--- config.mk ---
export PLATFORM = sky130hd
export DESIGN_NAME = pipeline_ctrl_flat
export DESIGN_NICKNAME = d
export VERILOG_FILES = /design/src/rtl/pipeline_ctrl_if.sv /design/src/rtl/pipeline_ctrl.sv /design/src/flat_wrapper.sv
export SDC_FILE = /design/constraint.sdc
export NUM_CORES = 1
export LEC_CHECK = 0
export BUFFER_PORTS_ARGS = -buffer_cell sky130_fd_sc_hd__buf_2
export CAP_MARGIN = 10
export CORE_ASPECT_RATIO = 2
export CORE_UTILIZATION = 50
export DETAILED_ROUTE_END_ITERATION = 8
export GPL_TIMING_DRIVEN = 0
export HOLD_SLACK_MARGIN = 0.05
export PLACE_DENSITY = 0.93
export SYNTH_ARGS = -nofsm -noshare
export SYNTH_HDL_FRONTEND = slang
export SYNTH_SLANG_ARGS = --single-unit
--- constraint.sdc ---
create_clock -name clk -period 7.45 [get_ports clk]
set_clock_uncertainty 0.1 [all_clocks]
set_input_delay 1.1175 -clock clk [delete_from_list [all_inputs] [get_ports clk]]
set_output_delay 1.1175 -clock clk [all_outputs]
set_load 0.03 [all_outputs]
--- src/rtl/pipeline_ctrl_if.sv ---
// Datapath <-> pipeline_ctrl signal bundle: hazard inputs from ID/EX/MEM/WB
// and the stall/flush/forwarding controls returned to the pipeline registers.
interface pipeline_ctrl_if #(
    parameter int REG_ADDR_W = 5,
    parameter int PERF_W     = 32
);
    logic [REG_ADDR_W-1:0] id_rs1_addr;
    logic [REG_ADDR_W-1:0] id_rs2_addr;
    logic                  id_rs1_used;
    logic                  id_rs2_used;
    logic [REG_ADDR_W-1:0] ex_rs1_addr;
    logic [REG_ADDR_W-1:0] ex_rs2_addr;
    logic [REG_ADDR_W-1:0] ex_rd_addr;
    logic                  ex_rd_we;
    logic [1:0]            ex_res_src;
    logic                  ex_long_op;
    logic                  ex_pc_src;
    logic [REG_ADDR_W-1:0] mem_rd_addr;
    logic                  mem_rd_we;
    logic [REG_ADDR_W-1:0] wb_rd_addr;
    logic                  wb_rd_we;

    logic [1:0]            forward_rs1;
    logic [1:0]            forward_rs2;
    logic                  stall_if;
    logic                  stall_id;
    logic                  stall_ex;
    logic                  flush_id;
    logic                  flush_ex;
    logic                  bubble_mem;
    logic                  ex_busy;
    logic [PERF_W-1:0]     stall_cycles;

    modport master (
        output id_rs1_addr, id_rs2_addr, id_rs1_used, id_rs2_used,
               ex_rs1_addr, ex_rs2_addr, ex_rd_addr, ex_rd_we, ex_res_src,
               ex_long_op, ex_pc_src, mem_rd_addr, mem_rd_we, wb_rd_addr, wb_rd_we,
        input  forward_rs1, forward_rs2, stall_if, stall_id, stall_ex,
               flush_id, flush_ex, bubble_mem, ex_busy, stall_cycles
    );

    modport slave (
        input  id_rs1_addr, id_rs2_addr, id_rs1_used, id_rs2_used,
               ex_rs1_addr, ex_rs2_addr, ex_rd_addr, ex_rd_we, ex_res_src,
               ex_long_op, ex_pc_src, mem_rd_addr, mem_rd_we, wb_rd_addr, wb_rd_we,
        output forward_rs1, forward_rs2, stall_if, stall_id, stall_ex,
               flush_id, flush_ex, bubble_mem, ex_busy, stall_cycles
    );
endinterface

--- src/rtl/pipeline_ctrl.sv ---
// Hazard and pipeline-control unit for the 5-stage RV32 core: forwarding,
// load-use stalls, redirect flushes, multi-cycle EX dwell and stall-cycle counter.
module pipeline_ctrl #(
    parameter int REG_ADDR_W = 5,
    parameter int MULDIV_LAT = 4,
    parameter int PERF_W     = 32
) (
    input  logic             clk,
    input  logic             rst,
    pipeline_ctrl_if.slave   bus
);
    typedef enum logic {IDLE, BUSY} state_t;

    localparam int CNT_W = $clog2(MULDIV_LAT) + 1;
    localparam logic [CNT_W-1:0] CNT_LOAD = CNT_W'((MULDIV_LAT > 1) ? MULDIV_LAT - 2 : 0);
    localparam logic [REG_ADDR_W-1:0] X0 = '0;

    state_t            state, state_nxt;
    logic [CNT_W-1:0]  cnt, cnt_nxt;
    logic              long_stall;
    logic              load_use;
    logic              redirect;
    logic              stall_front;
    logic [PERF_W-1:0] stall_cnt;

    function automatic logic [1:0] fwd_sel(
        input logic [REG_ADDR_W-1:0] src,
        input logic [REG_ADDR_W-1:0] mem_rd,
        input logic                  mem_we,
        input logic [REG_ADDR_W-1:0] wb_rd,
        input logic                  wb_we
    );
        // MEM holds the younger result, so it wins over WB; x0 is never forwarded.
        if (mem_we && mem_rd != X0 && mem_rd == src)
            return 2'b10;
        else if (wb_we && wb_rd != X0 && wb_rd == src)
            return 2'b01;
        else
            return 2'b00;
    endfunction

    // NOTE: sequential state uses non-blocking (<=) so every flop samples pre-edge values.
    always_ff @(posedge clk or posedge rst) begin
        if (rst) begin
            state <= IDLE;
            cnt   <= '0;
        end else begin
            state <= state_nxt;
            cnt   <= cnt_nxt;
        end
    end

    // Long-op dwell: the IDLE cycle that sees the op stalls, then BUSY counts down
    // and releases the pipe on the cycle cnt reaches zero (MULDIV_LAT-1 stalls total).
    always_comb begin
        // NOTE: every always_comb output gets a default first so no latch is inferred.
        state_nxt  = state;
        cnt_nxt    = cnt;
        long_stall = 1'b0;
        case (state)
            IDLE: begin
                if (bus.ex_long_op && MULDIV_LAT > 1) begin
                    long_stall = 1'b1;
                    state_nxt  = BUSY;
                    cnt_nxt    = CNT_LOAD;
                end
            end
            BUSY: begin
                if (cnt != '0) begin
                    long_stall = 1'b1;
                    cnt_nxt    = cnt - CNT_W'(1);
                end else begin
                    state_nxt = IDLE;
                end
            end
            default: state_nxt = IDLE;
        endcase
    end

    always_comb begin
        load_use = (bus.ex_res_src == 2'b01) && bus.ex_rd_we && (bus.ex_rd_addr != X0) &&
                   ((bus.id_rs1_used && bus.id_rs1_addr == bus.ex_rd_addr) ||
                    (bus.id_rs2_used && bus.id_rs2_addr == bus.ex_rd_addr));
        redirect = bus.ex_pc_src && !long_stall;
    end

    always_comb begin
        bus.forward_rs1 = 2'b00;
        bus.forward_rs2 = 2'b00;
        stall_front     = 1'b0;
        bus.stall_ex    = 1'b0;
        bus.flush_id    = 1'b0;
        bus.flush_ex    = 1'b0;
        bus.bubble_mem  = 1'b0;
        bus.ex_busy     = 1'b0;
        if (!rst) begin
            bus.forward_rs1 = fwd_sel(bus.ex_rs1_addr, bus.mem_rd_addr, bus.mem_rd_we,
                                      bus.wb_rd_addr, bus.wb_rd_we);
            bus.forward_rs2 = fwd_sel(bus.ex_rs2_addr, bus.mem_rd_addr, bus.mem_rd_we,
                                      bus.wb_rd_addr, bus.wb_rd_we);
            if (long_stall) begin
                stall_front    = 1'b1;
                bus.stall_ex   = 1'b1;
                bus.bubble_mem = 1'b1;
                bus.ex_busy    = 1'b1;
            end else if (redirect) begin
                bus.flush_id = 1'b1;
                bus.flush_ex = 1'b1;
            end else if (load_use) begin
                stall_front  = 1'b1;
                bus.flush_ex = 1'b1;
            end
        end
        bus.stall_if = stall_front;
        bus.stall_id = stall_front;
    end

    always_ff @(posedge clk or posedge rst) begin
        if (rst)
            stall_cnt <= '0;
        else if (stall_front && stall_cnt != '1)
            stall_cnt <= stall_cnt + PERF_W'(1);
    end

    assign bus.stall_cycles = stall_cnt;
endmodule

--- src/flat_wrapper.sv ---
// flat-port wrapper written by rule: the top's interface ports become plain ports
module pipeline_ctrl_flat 
#(
    parameter int REG_ADDR_W = 5,
    parameter int MULDIV_LAT = 4,
    parameter int PERF_W     = 32
)
  (clk, rst, bus_id_rs1_addr, bus_id_rs2_addr, bus_id_rs1_used, bus_id_rs2_used, bus_ex_rs1_addr, bus_ex_rs2_addr, bus_ex_rd_addr, bus_ex_rd_we, bus_ex_res_src, bus_ex_long_op, bus_ex_pc_src, bus_mem_rd_addr, bus_mem_rd_we, bus_wb_rd_addr, bus_wb_rd_we, bus_forward_rs1, bus_forward_rs2, bus_stall_if, bus_stall_id, bus_stall_ex, bus_flush_id, bus_flush_ex, bus_bubble_mem, bus_ex_busy, bus_stall_cycles);
  pipeline_ctrl_if #(.REG_ADDR_W(REG_ADDR_W), .PERF_W(PERF_W)) bus_i ();
  input  logic clk;
  input  logic rst;
  input wire logic [$bits(bus_i.id_rs1_addr)-1:0] bus_id_rs1_addr;
  input wire logic [$bits(bus_i.id_rs2_addr)-1:0] bus_id_rs2_addr;
  input wire logic [$bits(bus_i.id_rs1_used)-1:0] bus_id_rs1_used;
  input wire logic [$bits(bus_i.id_rs2_used)-1:0] bus_id_rs2_used;
  input wire logic [$bits(bus_i.ex_rs1_addr)-1:0] bus_ex_rs1_addr;
  input wire logic [$bits(bus_i.ex_rs2_addr)-1:0] bus_ex_rs2_addr;
  input wire logic [$bits(bus_i.ex_rd_addr)-1:0] bus_ex_rd_addr;
  input wire logic [$bits(bus_i.ex_rd_we)-1:0] bus_ex_rd_we;
  input wire logic [$bits(bus_i.ex_res_src)-1:0] bus_ex_res_src;
  input wire logic [$bits(bus_i.ex_long_op)-1:0] bus_ex_long_op;
  input wire logic [$bits(bus_i.ex_pc_src)-1:0] bus_ex_pc_src;
  input wire logic [$bits(bus_i.mem_rd_addr)-1:0] bus_mem_rd_addr;
  input wire logic [$bits(bus_i.mem_rd_we)-1:0] bus_mem_rd_we;
  input wire logic [$bits(bus_i.wb_rd_addr)-1:0] bus_wb_rd_addr;
  input wire logic [$bits(bus_i.wb_rd_we)-1:0] bus_wb_rd_we;
  output wire logic [$bits(bus_i.forward_rs1)-1:0] bus_forward_rs1;
  output wire logic [$bits(bus_i.forward_rs2)-1:0] bus_forward_rs2;
  output wire logic [$bits(bus_i.stall_if)-1:0] bus_stall_if;
  output wire logic [$bits(bus_i.stall_id)-1:0] bus_stall_id;
  output wire logic [$bits(bus_i.stall_ex)-1:0] bus_stall_ex;
  output wire logic [$bits(bus_i.flush_id)-1:0] bus_flush_id;
  output wire logic [$bits(bus_i.flush_ex)-1:0] bus_flush_ex;
  output wire logic [$bits(bus_i.bubble_mem)-1:0] bus_bubble_mem;
  output wire logic [$bits(bus_i.ex_busy)-1:0] bus_ex_busy;
  output wire logic [$bits(bus_i.stall_cycles)-1:0] bus_stall_cycles;
  assign bus_i.id_rs1_addr = bus_id_rs1_addr;
  assign bus_i.id_rs2_addr = bus_id_rs2_addr;
  assign bus_i.id_rs1_used = bus_id_rs1_used;
  assign bus_i.id_rs2_used = bus_id_rs2_used;
  assign bus_i.ex_rs1_addr = bus_ex_rs1_addr;
  assign bus_i.ex_rs2_addr = bus_ex_rs2_addr;
  assign bus_i.ex_rd_addr = bus_ex_rd_addr;
  assign bus_i.ex_rd_we = bus_ex_rd_we;
  assign bus_i.ex_res_src = bus_ex_res_src;
  assign bus_i.ex_long_op = bus_ex_long_op;
  assign bus_i.ex_pc_src = bus_ex_pc_src;
  assign bus_i.mem_rd_addr = bus_mem_rd_addr;
  assign bus_i.mem_rd_we = bus_mem_rd_we;
  assign bus_i.wb_rd_addr = bus_wb_rd_addr;
  assign bus_i.wb_rd_we = bus_wb_rd_we;
  assign bus_forward_rs1 = bus_i.forward_rs1;
  assign bus_forward_rs2 = bus_i.forward_rs2;
  assign bus_stall_if = bus_i.stall_if;
  assign bus_stall_id = bus_i.stall_id;
  assign bus_stall_ex = bus_i.stall_ex;
  assign bus_flush_id = bus_i.flush_id;
  assign bus_flush_ex = bus_i.flush_ex;
  assign bus_bubble_mem = bus_i.bubble_mem;
  assign bus_ex_busy = bus_i.ex_busy;
  assign bus_stall_cycles = bus_i.stall_cycles;
  pipeline_ctrl #(.REG_ADDR_W(REG_ADDR_W), .MULDIV_LAT(MULDIV_LAT), .PERF_W(PERF_W)) u_core (.clk(clk), .rst(rst), .bus(bus_i));
endmodule
==> metrics <==
outcome finished, final reports clean; number of hold buffers added after CTS 0; Worst Hold Class flip-flop to flip-flop; crit path cell chain buf_2 -> inv_1 -> and2_1 -> a31oi_1 -> clkbuf_1 -> inv_1 -> buf_4 -> buf_2; vias in the first global route 2174; synth top area cells dfrtp_1 40%, xor2_1 14%, xnor2_1 9.4%; Placed Cells 378; R2R setup slack 4580 ps; Fin Setup TNS 0 ps; max incr delay on CP 400 ps; cts repair resizes 0; I/O Buffers 88; Final Hold Fails 0; clk buf depth 2; synth warn 0; largest net degree at the start of global routing 21; number of synthesized flops with an enable pin 0; Min-Delay Endpoint u_core.bus.stall_cycles[30]$_DFFE_PP0P_; Final min period 4400 ps; area of the multi-input gates 1250 sq um; Layout fillers 350; Die X 49.4 um; master of the slowest instance on the critical path clkbuf_1; Layout area overhead 27.9%; Synth area leader dfrtp_1; achievable frequency 227 MHz; Clk Latency, worst-skew pair 290 ps; Commonest cells post-synth 37 x xor2_1, 36 x dfrtp_1, 25 x nor3_1; clk slew on worst S/H paths 70 ps; Seq cells post-synth 36; FF-to-FF Start u_core.cnt[0]$_DFFE_PP0P_; Worst-Margin Slew 811 ps; DRC viols 0; Syn Nets 284; RSZ-0062 raised after global routing false; Synth Area per Inst 9.55 sq um; # IOs 89; r2r endpoint u_core.bus.stall_cycles[17]$_DFFE_PP0P_; pins over their slew limit 0; Congestion Overflow GR 0; Crit Path Class primary input to output port; VDD IR-drop max 0.000162 V; CTS buffer count 5; Synth Cell Area 2240 sq um; FP Rows 34; Setup Buffers After CTS 0; top_reg_cell synth dfrtp_1; Initial DRC Count 44; Critical Path Start rst; gr usage total 25.8%; Die Height 96.8 um; H-tree lvl count 2; vias per inst 5.50; total number of vias 2123; max_cap viols 0; CTS tree built; clk sink count 36; crit path launch type primary input; Data arrival, critical path 3180 ps; # diodes 0; Leak 1.37 nW; top cell type's share of synthesized area 40.1%; Seq. cell area 901 sq um; Reg2Reg Depth 10; first-pass GRT wire length 9.39 mm; cell with the most instances after synthesis xor2_1; hold depth 1; final WL 5.68 mm; Final ANT Viol Nets 0; Synth cell types 35; endpoints failing setup 0; clock root cell clkbuf_8; crit-path max FO 20; GPL Wtd Cong 0.857; Synth Instances 235; post-synthesis sequential area ratio 40.1%; antenna violations before repair 0; share of layout cells above drive strength 1 31.0%; starting density of the core 51.7%; slew margin rel. 45.9%; dpl hpwl 4.47 mm; worst path required time 6230 ps; Pwr per Cell Area 261 nW/um^2; fin crit share 59.1%; Async SR Flop Fraction 100%; die area 4780 sq um; core box area 4340 sq um; layout net count 380; hold path start u_core.bus.stall_cycles[30]$_DFFE_PP0P_; Worst setup EP type output port; drt wl/cell 14.7 um; final non-filler cell total 386; drt pass-1 iters 4
[through the flow]
step	worst slack [ps]	utilization [%]	total power, mW	hold WS (ps)	cell area, sq um
floorplan	2660	-	0.500	351	2240
global placement	2670	63.4	0.591	361	2750
detailed placement	2990	64.1	0.607	376	2780
finish	3050	66.1	0.749	389	2870
global route	2810	66.1	0.789	395	2870
CTS	3000	66.1	0.751	386	2870
[layout make-up]
cell class | count | share of cell area (%)
plain buffers | 11 | 2.22
clock buffers | 8 | 3.14
inverters | 9 | 1.18
multi-input cells | 179 | 43.4
flip-flops and latches | 36 | 31.4
well taps | 54 | 2.35
repair buffers | 89 | 16.3
[registers in the layout (all words and copies together) (netlist names)]
signal,cells
u_core.bus.stall_cycles,32
u_core.cnt,3
u_core.state,1
[power breakdown]
part,internal (mW),switching (mW),leakage [nW]
Clock,0.0754,0.0687,0.0455
Sequential,0.239,0.0469,0.427
Combinational,0.110,0.209,0.896
[placed cells by master (no fill, tap or decap), types with 2 or more instances in the layout]
cell | netlist | final
ha_1 | 3 | 3
nand2_1 | 13 | 13
xor2_1 | 37 | 37
nand2b_1 | 2 | 2
buf_2 | 0 | 88
nor3b_1 | 2 | 2
o22ai_1 | 2 | 2
or4_1 | 6 | 6
inv_1 | 9 | 9
nor3_1 | 25 | 25
or2_1 | 2 | 2
clkbuf_8 | 0 | 6
buf_4 | 6 | 6
nor4_1 | 10 | 10
and4_1 | 2 | 2
nor2_1 | 5 | 5
and2_1 | 3 | 3
clkbuf_1 | 4 | 6
dfrtp_1 | 36 | 36
nand4_1 | 9 | 9
and3_1 | 5 | 5
xnor2_1 | 24 | 24
nand3_1 | 14 | 14
nor4b_1 | 3 | 3
[cells by family (layout without fill, tap and decap cells)]
group / count (synthesis) / in the layout / share of synthesized area, %
AOI/OAI and AO/OA: 8 / 8 / 2.23
buffers and inverters: 20 / 117 / 4.35
muxes: 2 / 2 / 0.948
DFF: 36 / 36 / 40.1
and+or+nand+nor: 105 / 105 / 26.9
xor gates and xnor gates: 61 / 61 / 23.8
adders and majority gates: 3 / 3 / 1.67
[critical path, delay by kind of cell]
kind	cells	cell delay (ps)
AND/OR/NAND/NOR	1	370
AO/OA/AOI/OAI	1	370
buffers and inverters	6	1330
[metal layers]
| layer | GRT usage (%) | share of wire [%] | vias to the layer above |
|---|---|---|---|
| li1 | - | - | 1018 |
| met4 | 12.3 | 3.0 | 0 |
| met3 | 4.25 | 5.2 | 11 |
| met5 | 0 | 0 | - |
| met2 | 49.6 | 56 | 103 |
| met1 | 25.2 | 36 | 991 |
[worst max-delay path by stage]
stage                         endpoint  cells past startpoint
floorplan           bus_forward_rs2[0]                      4
global placement    bus_forward_rs2[0]                      6
detailed placement        bus_stall_if                      8
CTS                       bus_stall_if                      8
global route              bus_stall_if                      8
finish                    bus_stall_if                      8
Note: power is estimated with default switching activity, not from simulation.
